===== src/rtl/alu2bit_pkg.sv =====
// Shared opcode constants, FSM encoding and the round-robin pick helper
// used by the two-requester ALU arbiter.
package alu2bit_pkg;

    localparam logic [1:0] OP_AND = 2'b00;
    localparam logic [1:0] OP_OR  = 2'b01;
    localparam logic [1:0] OP_ADD = 2'b10;
    localparam logic [1:0] OP_SUB = 2'b11;

    typedef enum logic [1:0] {
        IDLE = 2'd0,
        EXEC = 2'd1,
        RESP = 2'd2
    } state_e;

    // One-hot winner; on a tie the requester not granted last time wins.
    function automatic logic [1:0] rr_pick(input logic [1:0] req, input logic last_idx);
        logic [1:0] win;
        win = 2'b00;
        if (req == 2'b11) begin
            win = last_idx ? 2'b01 : 2'b10;
        end else begin
            win = req;
        end
        return win;
    endfunction

endpackage


===== src/rtl/alu2bit_top.sv =====
// Combinational 2-bit ALU: BUTTONS = {A, B}, SWITCHES = opcode, LEDS = result.
// ADD/SUB wrap modulo 4; no carry or borrow is produced.
module alu2bit_top
    import alu2bit_pkg::*;
(
    input  logic [3:0] BUTTONS,
    input  logic [1:0] SWITCHES,
    output logic [1:0] LEDS
);

    logic [1:0] a;
    logic [1:0] b;

    assign a = BUTTONS[3:2];
    assign b = BUTTONS[1:0];

    always_comb begin
        LEDS = 2'b00;
        case (SWITCHES)
            OP_AND:  LEDS = a & b;
            OP_OR:   LEDS = a | b;
            OP_ADD:  LEDS = a + b;
            OP_SUB:  LEDS = a - b;
            default: LEDS = 2'b00;
        endcase
    end

endmodule


===== src/rtl/alu2bit_arbiter.sv =====
// Round-robin arbiter sharing one alu2bit_top between two requesters
// (IDLE -> EXEC -> RESP). Optional per-requester grant counters: ALU2BIT_ARB_STATS_EN.
module alu2bit_arbiter
    import alu2bit_pkg::*;
#(
    parameter int CNT_W = 8
) (
    input  logic             CLK,
    input  logic             RST_N,
    input  logic [1:0]       REQ,
    input  logic [1:0]       A0,
    input  logic [1:0]       B0,
    input  logic [1:0]       OP0,
    input  logic [1:0]       A1,
    input  logic [1:0]       B1,
    input  logic [1:0]       OP1,
    output logic [1:0]       GNT,
    output logic [1:0]       DONE,
    output logic [1:0]       RESULT,
    output logic             BUSY
`ifdef ALU2BIT_ARB_STATS_EN
    ,
    output logic [CNT_W-1:0] GNT_CNT0,
    output logic [CNT_W-1:0] GNT_CNT1
`endif
);

    state_e     state_q, state_d;
    logic [1:0] gnt_q, gnt_d;
    logic [1:0] done_q, done_d;
    logic [1:0] result_q, result_d;
    logic       last_q, last_d;
    logic [1:0] a_q, b_q, op_q;
    logic [1:0] win;
    logic       lat_en;
    logic [1:0] alu_y;

    alu2bit_top u_alu (
        .BUTTONS  ({a_q, b_q}),
        .SWITCHES (op_q),
        .LEDS     (alu_y)
    );

    always_comb begin
        state_d  = state_q;
        gnt_d    = gnt_q;
        done_d   = 2'b00;
        result_d = result_q;
        last_d   = last_q;
        lat_en   = 1'b0;
        win      = 2'b00;
        case (state_q)
            IDLE: begin
                gnt_d = 2'b00;
                if (REQ != 2'b00) begin
                    win     = rr_pick(REQ, last_q);
                    gnt_d   = win;
                    last_d  = win[1];
                    lat_en  = 1'b1;
                    state_d = EXEC;
                end
            end
            EXEC: begin
                result_d = alu_y;
                done_d   = gnt_q;
                state_d  = RESP;
            end
            RESP: begin
                gnt_d   = 2'b00;
                state_d = IDLE;
            end
            default: begin
                gnt_d   = 2'b00;
                state_d = IDLE;
            end
        endcase
    end

    // last_q resets to requester 1 so requester 0 takes the first tie.
    always_ff @(posedge CLK or negedge RST_N) begin
        if (!RST_N) begin
            state_q  <= IDLE;
            gnt_q    <= 2'b00;
            done_q   <= 2'b00;
            result_q <= 2'b00;
            last_q   <= 1'b1;
        end else begin
            state_q  <= state_d;
            gnt_q    <= gnt_d;
            done_q   <= done_d;
            result_q <= result_d;
            last_q   <= last_d;
        end
    end

    // Operands are captured once; later input changes cannot disturb EXEC.
    always_ff @(posedge CLK) begin
        if (lat_en) begin
            a_q  <= win[1] ? A1  : A0;
            b_q  <= win[1] ? B1  : B0;
            op_q <= win[1] ? OP1 : OP0;
        end
    end

    assign GNT    = gnt_q;
    assign DONE   = done_q;
    assign RESULT = result_q;
    assign BUSY   = (state_q != IDLE);

`ifdef ALU2BIT_ARB_STATS_EN
    localparam logic [CNT_W-1:0] CNT_ONE = {{(CNT_W-1){1'b0}}, 1'b1};

    logic [CNT_W-1:0] cnt0_q, cnt1_q;

    always_ff @(posedge CLK or negedge RST_N) begin
        if (!RST_N) begin
            cnt0_q <= '0;
            cnt1_q <= '0;
        end else if (lat_en) begin
            if (win[0] && (cnt0_q != {CNT_W{1'b1}})) cnt0_q <= cnt0_q + CNT_ONE;
            if (win[1] && (cnt1_q != {CNT_W{1'b1}})) cnt1_q <= cnt1_q + CNT_ONE;
        end
    end

    assign GNT_CNT0 = cnt0_q;
    assign GNT_CNT1 = cnt1_q;
`endif

endmodule


===== config.mk =====
export PLATFORM = sky130hd
export DESIGN_NAME = alu2bit_arbiter
export DESIGN_NICKNAME = d
export VERILOG_FILES = /design/src/rtl/alu2bit_pkg.sv /design/src/rtl/alu2bit_top.sv /design/src/rtl/alu2bit_arbiter.sv
export SDC_FILE = /design/constraint.sdc
export NUM_CORES = 1
export LEC_CHECK = 0
export CAP_MARGIN = 20
export CORE_MARGIN = 10
export CORE_UTILIZATION = 46
export CTS_BUF_LIST = sky130_fd_sc_hd__clkbuf_2 sky130_fd_sc_hd__clkbuf_4 sky130_fd_sc_hd__clkbuf_8
export CTS_CLUSTER_SIZE = 14
export DETAILED_ROUTE_END_ITERATION = 8
export DONT_BUFFER_PORTS = 1
export GPL_ROUTABILITY_DRIVEN = 1
export PLACE_DENSITY = 0.66
export SYNTH_ARGS = -nofsm -noshare
export SYNTH_HDL_FRONTEND = slang
export SYNTH_SLANG_ARGS = --single-unit

===== constraint.sdc =====
create_clock -name CLK -period 3.4 [get_ports CLK]
set_input_delay 1.02 -clock CLK [delete_from_list [all_inputs] [get_ports CLK]]
set_output_delay 1.02 -clock CLK [all_outputs]
set_load 0.03 [all_outputs]

== Word level (Yosys, flattened, before mapping) ==
Index checks and enable logic that the tools add are counted.

* Bits in registers: 15
* Input bits: 16
* Logic and storage cells: 37

* $add $sub $neg: 2
* Equality and inequality tests: 6
* Muxes and demuxes: 14
* Bitwise gates (word level): 2
* Reduce and logical (&&, ||, !) cells: 5

{| class="wikitable"
|+ Operators by type and width
! operator !! count
|-
| $mux W2 || 9
|-
| $pmux W2 S2 || 2
|-
| $pmux W2 S4 || 1
|-
| $eq A2 B2 Y1 const B || 3
|-
| $eq A2 B1 Y1 const B || 2
|-
| $logic_not A2 Y1 || 2
|-
| $reduce_bool A2 Y1 || 2
|-
| $add A2 B2 Y2 || 1
|-
| $and A2 B2 Y2 || 1
|-
| $mux W1 || 2
|-
| $ne A2 B2 Y1 const B || 1
|-
| $or A2 B2 Y2 || 1
|-
| $reduce_and A2 Y1 || 1
|-
| $sub A2 B2 Y2 || 1
|}

== Logic depth before layout (Yosys ltp) ==
Gate-level depths: netlist (run 1).

* Depth in word-level cells: 5
* Depth in mapped cells: 6

== Modules after synthesis ==
Synthesis (run 1) repeated with hierarchy kept, for this count alone.

* Cells, all modules: 68
* Area total of the unflattened synthesis: 834.6 um2

{| class="wikitable"
|+ By module, submodules not included
! module !! instances !! cells an instance !! area each (um2) !! seq. area each (um2)
|-
| alu2bit_arbiter || 1 || 41 || 635.6 || 406.6
|-
| alu2bit_top || 1 || 27 || 198.9 || 0.0
|}

== Worst setup path after synthesis (run 1) ==
No wires, ideal clock.

* Path type: reg2out
* Start point: reg state_q[0]
* End point: out BUSY
* Data arrival time: 789 ps
* Setup slack: 1591 ps
* Cell stages (with the launch flop): 3
* Buffers on the path: 0
* Cell sequence: dfrtp_1 nor2_1 inv_1

* Cells in the longest elaborated chain, start to end: 1

{| class="wikitable"
|+ RTL lines
! what !! RTL line !! source
|-
| from (decl) || alu2bit_arbiter.sv:28 || <nowiki>state_e state_q, state_d;</nowiki>
|-
| from (signal assigned) || alu2bit_arbiter.sv:88 || <nowiki>state_q <= state_d;</nowiki>
|-
| $reduce_bool A2 Y1 || alu2bit_arbiter.sv:108 || <nowiki>assign BUSY = (state_q != IDLE);</nowiki>
|-
| to (decl) || alu2bit_arbiter.sv:20 || <nowiki>output logic BUSY</nowiki>
|}

No other way between the ends.

== Worst setup path in the final report (run 1) ==
Ends and elaborated chain as after synthesis.

==> metrics.txt, run 1 <==
synth cell count leaders dfrtp_1, inv_1, edfxtp_1, mux2_2, nand2_1; worst stage delay on the critical path 410 ps; worst-case vdd ir drop roughly 0.48 mV; # DRC 0; area leader, netlist dfrtp_1; Die Area about 3800 µm²; crit-path max FO 4; Core Footprint 1559 µm²; crit end category output pin; crit start category flip-flop; initial antenna violation count 0; Crit path depth 2; min Tclk post-route 2194 ps; max-slew violation count 0; CTS tree yes; clock tree buffer depth 2; vias per inst around 5.7; critical path, cell by cell nor2_1, inv_1; post-synthesis instance area 788.3 µm²; total CTS buffers 3; DR WL/cell about 15 µm; all-layer global routing usage approximately 7.8%; YS warnings 0; R2R setup slack about 1700 ps; I/O Buffers 0; share of post-route cells with drive strength above 1 between 20% and 30%; GRT overflow 0; DR iter-0 viols 3; row count 14; Leakage Power approximately 0.36 nW; Routed WL between 1 and 1.5 mm; fin crit share 64.54%; dpl hpwl about 1.1 mm; Hold Violations, Final 0; fmax 455.7 MHz; Slew @ Worst Pin slightly below 500 ps; relative slew slack between 60% and 70%; ANT cells 0; Reg2Reg Depth 3; Setup Fix Bufs, Post-CTS 0; Worst Hold Class input port to asynchronous set/reset pin; clk_lat worst skew approximately 280 ps; Design Power 753.3 µW; Async SR Flop Fraction between 60% and 70%; Die H approximately 61 µm; CTS root buffer clkbuf_4; first drt pass iteration count 3; top cells by area, synth dfrtp_1, edfxtp_1, mux2_2; crit path launch state_q[0]$_DFFE_PN0P_; H-tree depth 1; CP bufs+invs 1; unrepaired setup endpoints after global routing false; Reg-to-Reg Start state_q[0]$_DFFE_PN0P_; critical path arrival between 1000 and 1500 ps; fin nets 91; Worst Setup EP BUSY; number of library cell types mapped by synthesis 29; final critical-path setup slack ~1200 ps; flops & latches, synth 15; Die X approximately 61 µm; Post-synth EDFFs 6; setup TNS 0 ps; status finished clean; Crit Path Category flip-flop to output pin; vias between 400 and 500; area grow syn2layout 5.079%; top-count cell post-synth dfrtp_1; worst r2r dst op_q[0]$_DFFE_PP_; average size of a mapped cell approximately 12 µm²; Main synth FF type dfrtp_1; routability cong. roughly 0.65; final setup fails 0; first-pass GRT wire length about 2.1 mm; critical path's slowest cell dfrtp_1; P per Cell Area 909.5 nW/µm²; WP data required 2380 ps; cts hold-fix bufs 0; CTS Sinks 15; starting density of the core 50.56%; cells after synthesis approximately 70; vias in the first global route 494; pre-CTS setup slack 1514 ps; syn nets 87; Seq/Total Area, Yosys between 50 and 60%; largest net degree at the start of global routing 10; post-CTS sizing 0; top cell type's share of synthesized area roughly a quarter; fill count approximately 150; io pins 23; Worst-path clk slew 90 ps; post-route antenna net violation count 0; clk_skew 1.668 ps; cell family with most CP delay flip-flops; MaxCap Viol Count 0
## how the worst min path moves through the flow
stage          slack (ps)                      to                    from  depth (start not counted)
3_5_place_dp          440      GNT[0]$_DFFE_PN0P_  state_q[1]$_DFFE_PN0P_                          1
4_1_cts               410  state_q[0]$_DFFE_PN0P_                   RST_N                          0
6_report              420  state_q[0]$_DFFE_PN0P_                   RST_N                          0
5_1_grt               400  state_q[0]$_DFFE_PN0P_                   RST_N                          0
2_1_floorplan         420      GNT[0]$_DFFE_PN0P_  state_q[1]$_DFFE_PN0P_                          1
3_3_place_gp          440      GNT[0]$_DFFE_PN0P_  state_q[1]$_DFFE_PN0P_                          1
## logic make-up (layout without fill, tap and decap cells)
family                   after synthesis  after routing  synth area share (%)
flip-flops                            15             15                 51.59
AND/OR/NAND/NOR                       19             19                 13.02
XOR/XNOR                               2              2                 2.223
AO/OA/AOI/OAI                         11             11                 9.682
buffers and inverters                  8             11                 4.287
multiplexers                           9              9                 13.17
adder cells (fa/ha/maj)                4              4                 6.032
## layout by cell type, fill, tap and decap left out
| cell type | instances |
|---|---|
| dfrtp_1 | 8 |
| inv_1 | 7 |
| nand2_1 | 6 |
| mux2_2 | 6 |
| edfxtp_1 | 6 |
| nor2_1 | 5 |
| o21ai_0 | 3 |
| a21oi_1 | 3 |
| ha_1 | 3 |
| clkbuf_4 | 3 |
| a31oi_1 | 2 |
| nand3_2 | 1 |
| mux2_1 | 1 |
| nor2b_1 | 1 |
| nand4_1 | 1 |
| xnor2_1 | 1 |
| a211o_1 | 1 |
| nor2b_4 | 1 |
| mux2_4 | 1 |
| xor2_1 | 1 |
| nand3_1 | 1 |
| o32ai_2 | 1 |
| maj3_1 | 1 |
| o32ai_1 | 1 |
| nand2b_1 | 1 |
| nand3b_1 | 1 |
| mux2i_1 | 1 |
| and2_1 | 1 |
| clkinv_2 | 1 |
| dfstp_2 | 1 |
## final cells by class
type / count / area, µm² / share of cell area [%]
Sequential cell: 15 / 406.6 / 49.09
Multi-Input combinational cell: 45 / 347.8 / 41.99
Inverter: 7 / 26.28 / 3.172
Clock buffer: 3 / 22.52 / 2.719
Tap cell: 16 / 20.02 / 2.417
Clock inverter: 1 / 5.005 / 0.6042
## state kept, by name (all words and copies together), names as in the netlist
signal,count
DONE,2
GNT,2
RESULT,2
a_q,2
b_q,2
last_q,1
op_q,2
state_q,2
## per-stage QoR
step	hold WS [ps]	instances	util [%]	cell area, µm²
2_1_floorplan	422.6	68	-	788.3
3_3_place_gp	438.8	83	51.36	800.8
3_5_place_dp	443.6	83	51.36	800.8
4_1_cts	407.2	87	53.13	828.3
5_1_grt	395.7	87	53.13	828.3
6_report	420.3	87	53.13	828.3
## metal layers
layer	wire length (µm)	part of all wire [%]	vias to the layer above	global-route usage (%)
met4	29	2.2	0	5.732
met2	594	45	18	10.95
met5	0	0	-	0
met3	173	13	4	5.350
li1	-	-	244	-
met1	522	40	228	8.213
## report_power, final
part           switching [mW]  internal (mW)  total, mW
sequential              0.132          0.278      0.410
combinational           0.127          0.117      0.244
clock                  0.0557         0.0437     0.0994
## worst reg2reg max path: cells and delay by family, from the launching register on
family | cells | cell delay, ps
buf+inv | 1 | 240
simple gates | 2 | 710
flops | 1 | 410
Note: power is estimated with default switching activity, not from simulation.
==> inputs of run 2 (changes only) <==
- PLACE_DENSITY: 0.66 -> 0.68
- clock period: 3.4 -> 1.8 ns (I/O delays scaled with it)
==> metrics.txt, run 2 (synthesis gave the netlist of run 1 again) <==
status finished clean; fmax around 600 MHz; Int Power 864.3 µW (+97%); Hold Violations, Final 0 (unchanged); GRT overflow 0 (unchanged); ANT cells 0 (unchanged); clock share of power 13.4% (+0.2 points); area grow syn2layout 7.619%; vias per inst 5.461 (-3.8%); dpl hpwl 1.176 mm (+6.4%); Leakage Power 0.3728 nW (+2.4%); WP data required 1260 ps (-1120 ps); placed insts 84 (+1.2%); relative slew slack 76.29% (+9.4 points); Worst Hold Class input port to asynchronous set/reset pin; crit start category flip-flop; Sw Pwr 609.5 µW (+93%); MaxCap Viol Count 0 (unchanged); Setup Fix Bufs, Post-CTS 0 (unchanged); max-slew violation count 0 (unchanged); Core Footprint 1559 µm² (unchanged); fin cells 89 (+2.3%); final critical-path setup slack 113.9 ps (-1092 ps); fin nets 93 (+2.2%); Routed WL 1.476 mm (+12%); clk_lat worst skew 270 ps (about the same); starting density of the core 50.56% (unchanged); CTS Sinks 15 (unchanged); Design Power 1.474 mW (+96%); Comb power frac 33.9% (+1.5 points); CTS tree yes; all-layer global routing usage 8.666% (+0.83 points); most common cell after layout, fill and taps aside dfrtp_1; # DRC 0 (unchanged); row count 14 (unchanged); clock tree buffer depth 2 (unchanged); first drt pass iteration count 4 (+1); P per Cell Area 1737 nW/µm² (+91%); DR WL/cell 16.58 µm (+9.4%); largest net degree at the start of global routing 9 (-1); Worst-path clk slew 80 ps (about the same); Die Area 3769 µm² (unchanged); Crit Path Category flip-flop to output pin; unrepaired setup endpoints after global routing false; CTS root buffer clkbuf_4; switching part of the total 41.36% (-0.47 points); Die X 61.40 µm (unchanged); worst-case vdd ir drop 0.9560 mV (+100%); routability cong. 0.7701 (+19%); min Tclk post-route roughly 1700 ps; clk_skew 2.540 ps (+0.8724 ps); fin crit share around 94%; Reg2Reg Depth 3 (unchanged); Die H 61.40 µm (unchanged); final instance area 848.3 µm² (+2.4%); total CTS buffers 3 (unchanged); Seq pwr share 52.6% (-1.8 points); Slew @ Worst Pin 354.5 ps (-140.4 ps); post-route antenna net violation count 0 (unchanged); Cell Area, Placed 808.3 µm² (+0.94%); share of post-route cells with drive strength above 1 23.29% (+2.2 points); io pins 23 (unchanged); vias in the first global route 462 (-6.5%); DR iter-0 viols 5 (+2); first-pass GRT wire length 2.346 mm (+10%); most frequent cells in the layout dfrtp_1, nand2_1, mux2_2, inv_1, edfxtp_1; critical path arrival 1150 ps (-20 ps); final setup fails 0 (unchanged); pre-CTS setup slack 277.4 ps (-1236 ps); vias 486 (-1.6%); H-tree depth 1 (unchanged); setup TNS 0 ps (unchanged); crit-path max FO 4 (unchanged); initial antenna violation count 0 (unchanged); crit end category output pin; I/O Buffers 0 (unchanged)
## run 2: cell types whose count changed in the layout (fill, tap and decap cells not counted)
cell           previous run  this run
clkinv_2                  1         0
inv_1                     7         6
clkbuf_4                  3         4
buf_4                     0         1
dlygate4sd3_1             0         1
inv_2                     0         1
## run 2: area by class of cell
cell class | instances | area [µm²]
tap | 16 | 20.02
timing repair buffer | 2 | 17.52
clock buffer | 4 | 30.03
sequential | 15 | 406.6
multi-input combinational | 45 | 347.8
fill | 135 | 710.7
inverter | 7 | 26.28
## run 2: worst paths after layout
| kind | start | end | slack, ps |
|---|---|---|---|
| max | state_q[0]$_DFFE_PN0P_ | BUSY | 110 |
| min | RST_N | last_q$_DFFE_PN1P_ | 100 |
| max reg2reg | state_q[0]$_DFFE_PN0P_ | b_q[0]$_DFFE_PP_ | 230 |
| min reg2reg | state_q[1]$_DFFE_PN0P_ | GNT[0]$_DFFE_PN0P_ | 470 |
| max in group asynchronous | RST_N | RESULT[1]$_DFFE_PN0N_ | 950 |
| min in group CLK | REQ[0] | last_q$_DFFE_PN1P_ | 320 |
## run 2: worst max-delay path: stages, from the launching register on
cell and delay, ps:
dfrtp_1 400, nor2_1 290, inv_2 170
## run 2: stage by stage
| step | utilization [%] | hold slack [ps] |
|---|---|---|
| finish | 54.41 | 99.24 |
| global placement | 51.85 | 244.7 |
| detailed placement | 51.85 | 244.7 |
| CTS | 54.41 | 87.95 |
| global route | 54.41 | 56.75 |
| floorplan | - | 244.4 |
## run 2: metal layers
metal / track usage (%) / share of wire (%)
met5: 0 / 0
met4: 5.732 / 0.61
met3: 5.144 / 8.8
met2: 12.72 / 50
met1: 9.266 / 40
## run 2: power by group through the flow
stage	Sequential, mW	Clock (mW)	Combinational, mW
floorplan	0.733	0	0.431
global placement	0.784	0	0.474
CTS	0.780	0.209	0.498
finish	0.775	0.198	0.500
global route	0.793	0.236	0.554
detailed placement	0.787	0	0.491
## run 2: repair_timing
action | 4_1_cts | 5_1_grt
gates resized for setup | 0 | 1
hold endpoints to repair | 8 | 0
endpoints found under the setup margin | 0 | 1
hold buffers | 1 | 0
==> inputs of run 3 (changes only) <==
- MAX_ROUTING_LAYER: not set -> met4
==> metrics.txt, run 3 (synthesis gave the netlist of run 1 again) <==
unrepaired setup endpoints after global routing false; H-tree depth 1 (unchanged); clock share of power 13.5% (about the same); Reg-to-Reg Start state_q[0]$_DFFE_PN0P_; fin crit share 94.02% (+0.35 points); first drt pass iteration count 4 (unchanged); P per Cell Area 1737 nW/µm² (about the same); Sw Pwr 609.4 µW (about the same); most common cell after layout, fill and taps aside dfrtp_1; crit end category output pin; relative slew slack 76.29% (about the same); largest net degree at the start of global routing 9 (unchanged); # DRC 0 (unchanged); GRT overflow 0 (unchanged); worst stage delay on the critical path 400 ps (about the same); sequential cell area 406.6 µm² (unchanged); Core Footprint 1559 µm² (unchanged); most frequent cells in the layout dfrtp_1, nand2_1, mux2_2, inv_1, edfxtp_1; setup TNS 0 ps (unchanged); Routed WL 1.479 mm (+0.20%); Multi-input gate area 347.8 µm² (unchanged); io pins 23 (unchanged); Slew @ Worst Pin 354.4 ps (-0.07415 ps); I/O Buffers 0 (unchanged); Reg2Reg Depth 3 (unchanged); dpl hpwl 1.176 mm (unchanged); status finished clean; Comb power frac 33.9% (about the same); Hold Violations, Final 0 (unchanged); critical path, cell by cell nor2_1, inv_2; worst-case vdd ir drop 0.9521 mV (-0.40%); ANT cells 0 (unchanged); Die H 61.40 µm (unchanged); Int Power 864.2 µW (about the same); vias in the first global route 463 (+0.22%); share of post-route cells with drive strength above 1 23.29% (unchanged); max-slew violation count 0 (unchanged); worst r2r dst b_q[0]$_DFFE_PP_; vias per inst 5.472 (+0.21%); routability cong. 0.7804 (+1.3%); Worst Hold Class input port to asynchronous set/reset pin; DR iter-0 viols 7 (+2); starting density of the core 50.56% (unchanged); Leakage Power 0.3728 nW (unchanged); CTS root buffer clkbuf_4; Final Util 54.41% (unchanged); crit-path max FO 4 (unchanged); all-layer global routing usage 8.973% (+0.31 points); CTS Sinks 15 (unchanged); fmax 590.9 MHz (-0.37%); switching part of the total 41.35% (about the same); critical path arrival 1150 ps (about the same); post-route antenna net violation count 0 (unchanged); critical path's slowest cell dfrtp_1; CTS tree yes; Worst-path clk slew 80 ps (about the same); vias 487 (+0.21%); Die Area 3769 µm² (unchanged); Crit Path Category flip-flop to output pin; Setup Fix Bufs, Post-CTS 0 (unchanged); crit start category flip-flop; fill count 135 (unchanged); min Tclk post-route 1692 ps (+6.339 ps); DR WL/cell 16.62 µm (+0.20%); clk_skew 1.983 ps (-0.5570 ps); first-pass GRT wire length 2.352 mm (+0.26%); R2R setup slack 230 ps (about the same); final setup fails 0 (unchanged); clk_lat worst skew 270 ps (about the same); Seq pwr share 52.6% (about the same); final hold slack 98.50 ps (-0.7436 ps); total CTS buffers 3 (unchanged); WP data required 1260 ps (about the same); area grow syn2layout 7.619% (unchanged); fin nets 93 (unchanged); row count 14 (unchanged); Design Power 1.474 mW (about the same); Die X 61.40 µm (unchanged); clock tree buffer depth 2 (unchanged); initial antenna violation count 0 (unchanged); MaxCap Viol Count 0 (unchanged)
## run 3: cell counts in the layout (fill, tap and decap cells not counted)
No cell type changed its count.
## run 3: layout make-up
class / count / area share [%]
multi-input cells: 45 / 41.00
flip-flops and latches: 15 / 47.94
well taps: 16 / 2.360
repair buffers: 2 / 2.065
inverters: 7 / 3.097
clock buffers: 4 / 3.540
## run 3: timing repair
item                                   in CTS  in global routing
resized for setup                           0                  1
hold buffers                                1                  0
setup endpoints to repair                   0                  1
endpoints found under the hold margin       8                  0
## run 3: through the flow
stage	cells	area [µm²]	worst slack, ps
floorplan	68	788.3	301.1
global placement	84	808.3	314.2
detailed placement	84	808.3	277.4
CTS	89	848.3	59.85
global route	89	848.3	38.79
finish	89	848.3	107.6
## run 3: how the worst max path moves through the flow
| stage | from | end | slack (ps) | depth (start not counted) |
|---|---|---|---|---|
| global route | state_q[0]$_DFFE_PN0P_ | BUSY | 40 | 2 |
| detailed placement | a_q[0]$_DFFE_PP_ | RESULT[1]$_DFFE_PN0N_ | 280 | 6 |
| global placement | state_q[0]$_DFFE_PN0P_ | b_q[0]$_DFFE_PP_ | 310 | 3 |
| CTS | state_q[0]$_DFFE_PN0P_ | BUSY | 60 | 2 |
| floorplan | state_q[0]$_DFFE_PN0P_ | a_q[0]$_DFFE_PP_ | 300 | 3 |
| finish | state_q[0]$_DFFE_PN0P_ | BUSY | 110 | 2 |
## run 3: power groups by stage
stage | clock network, mW | registers (mW) | logic, mW
global route | 0.236 | 0.793 | 0.554
finish | 0.199 | 0.775 | 0.500
detailed placement | 0 | 0.787 | 0.491
global placement | 0 | 0.784 | 0.474
CTS | 0.209 | 0.780 | 0.498
floorplan | 0 | 0.733 | 0.431
## run 3: worst max-delay path: cells and delay by family, from the launching register on
family	cells	cell delay (ps)
flip-flops	1	400
AND/OR/NAND/NOR	1	300
buffers and inverters	1	180
## run 3: routing by layer
layer	routed length [µm]	global-route usage, %
met1	609	9.627
met2	727	12.72
met3	127	4.733
met4	15	5.732
met5	0	-
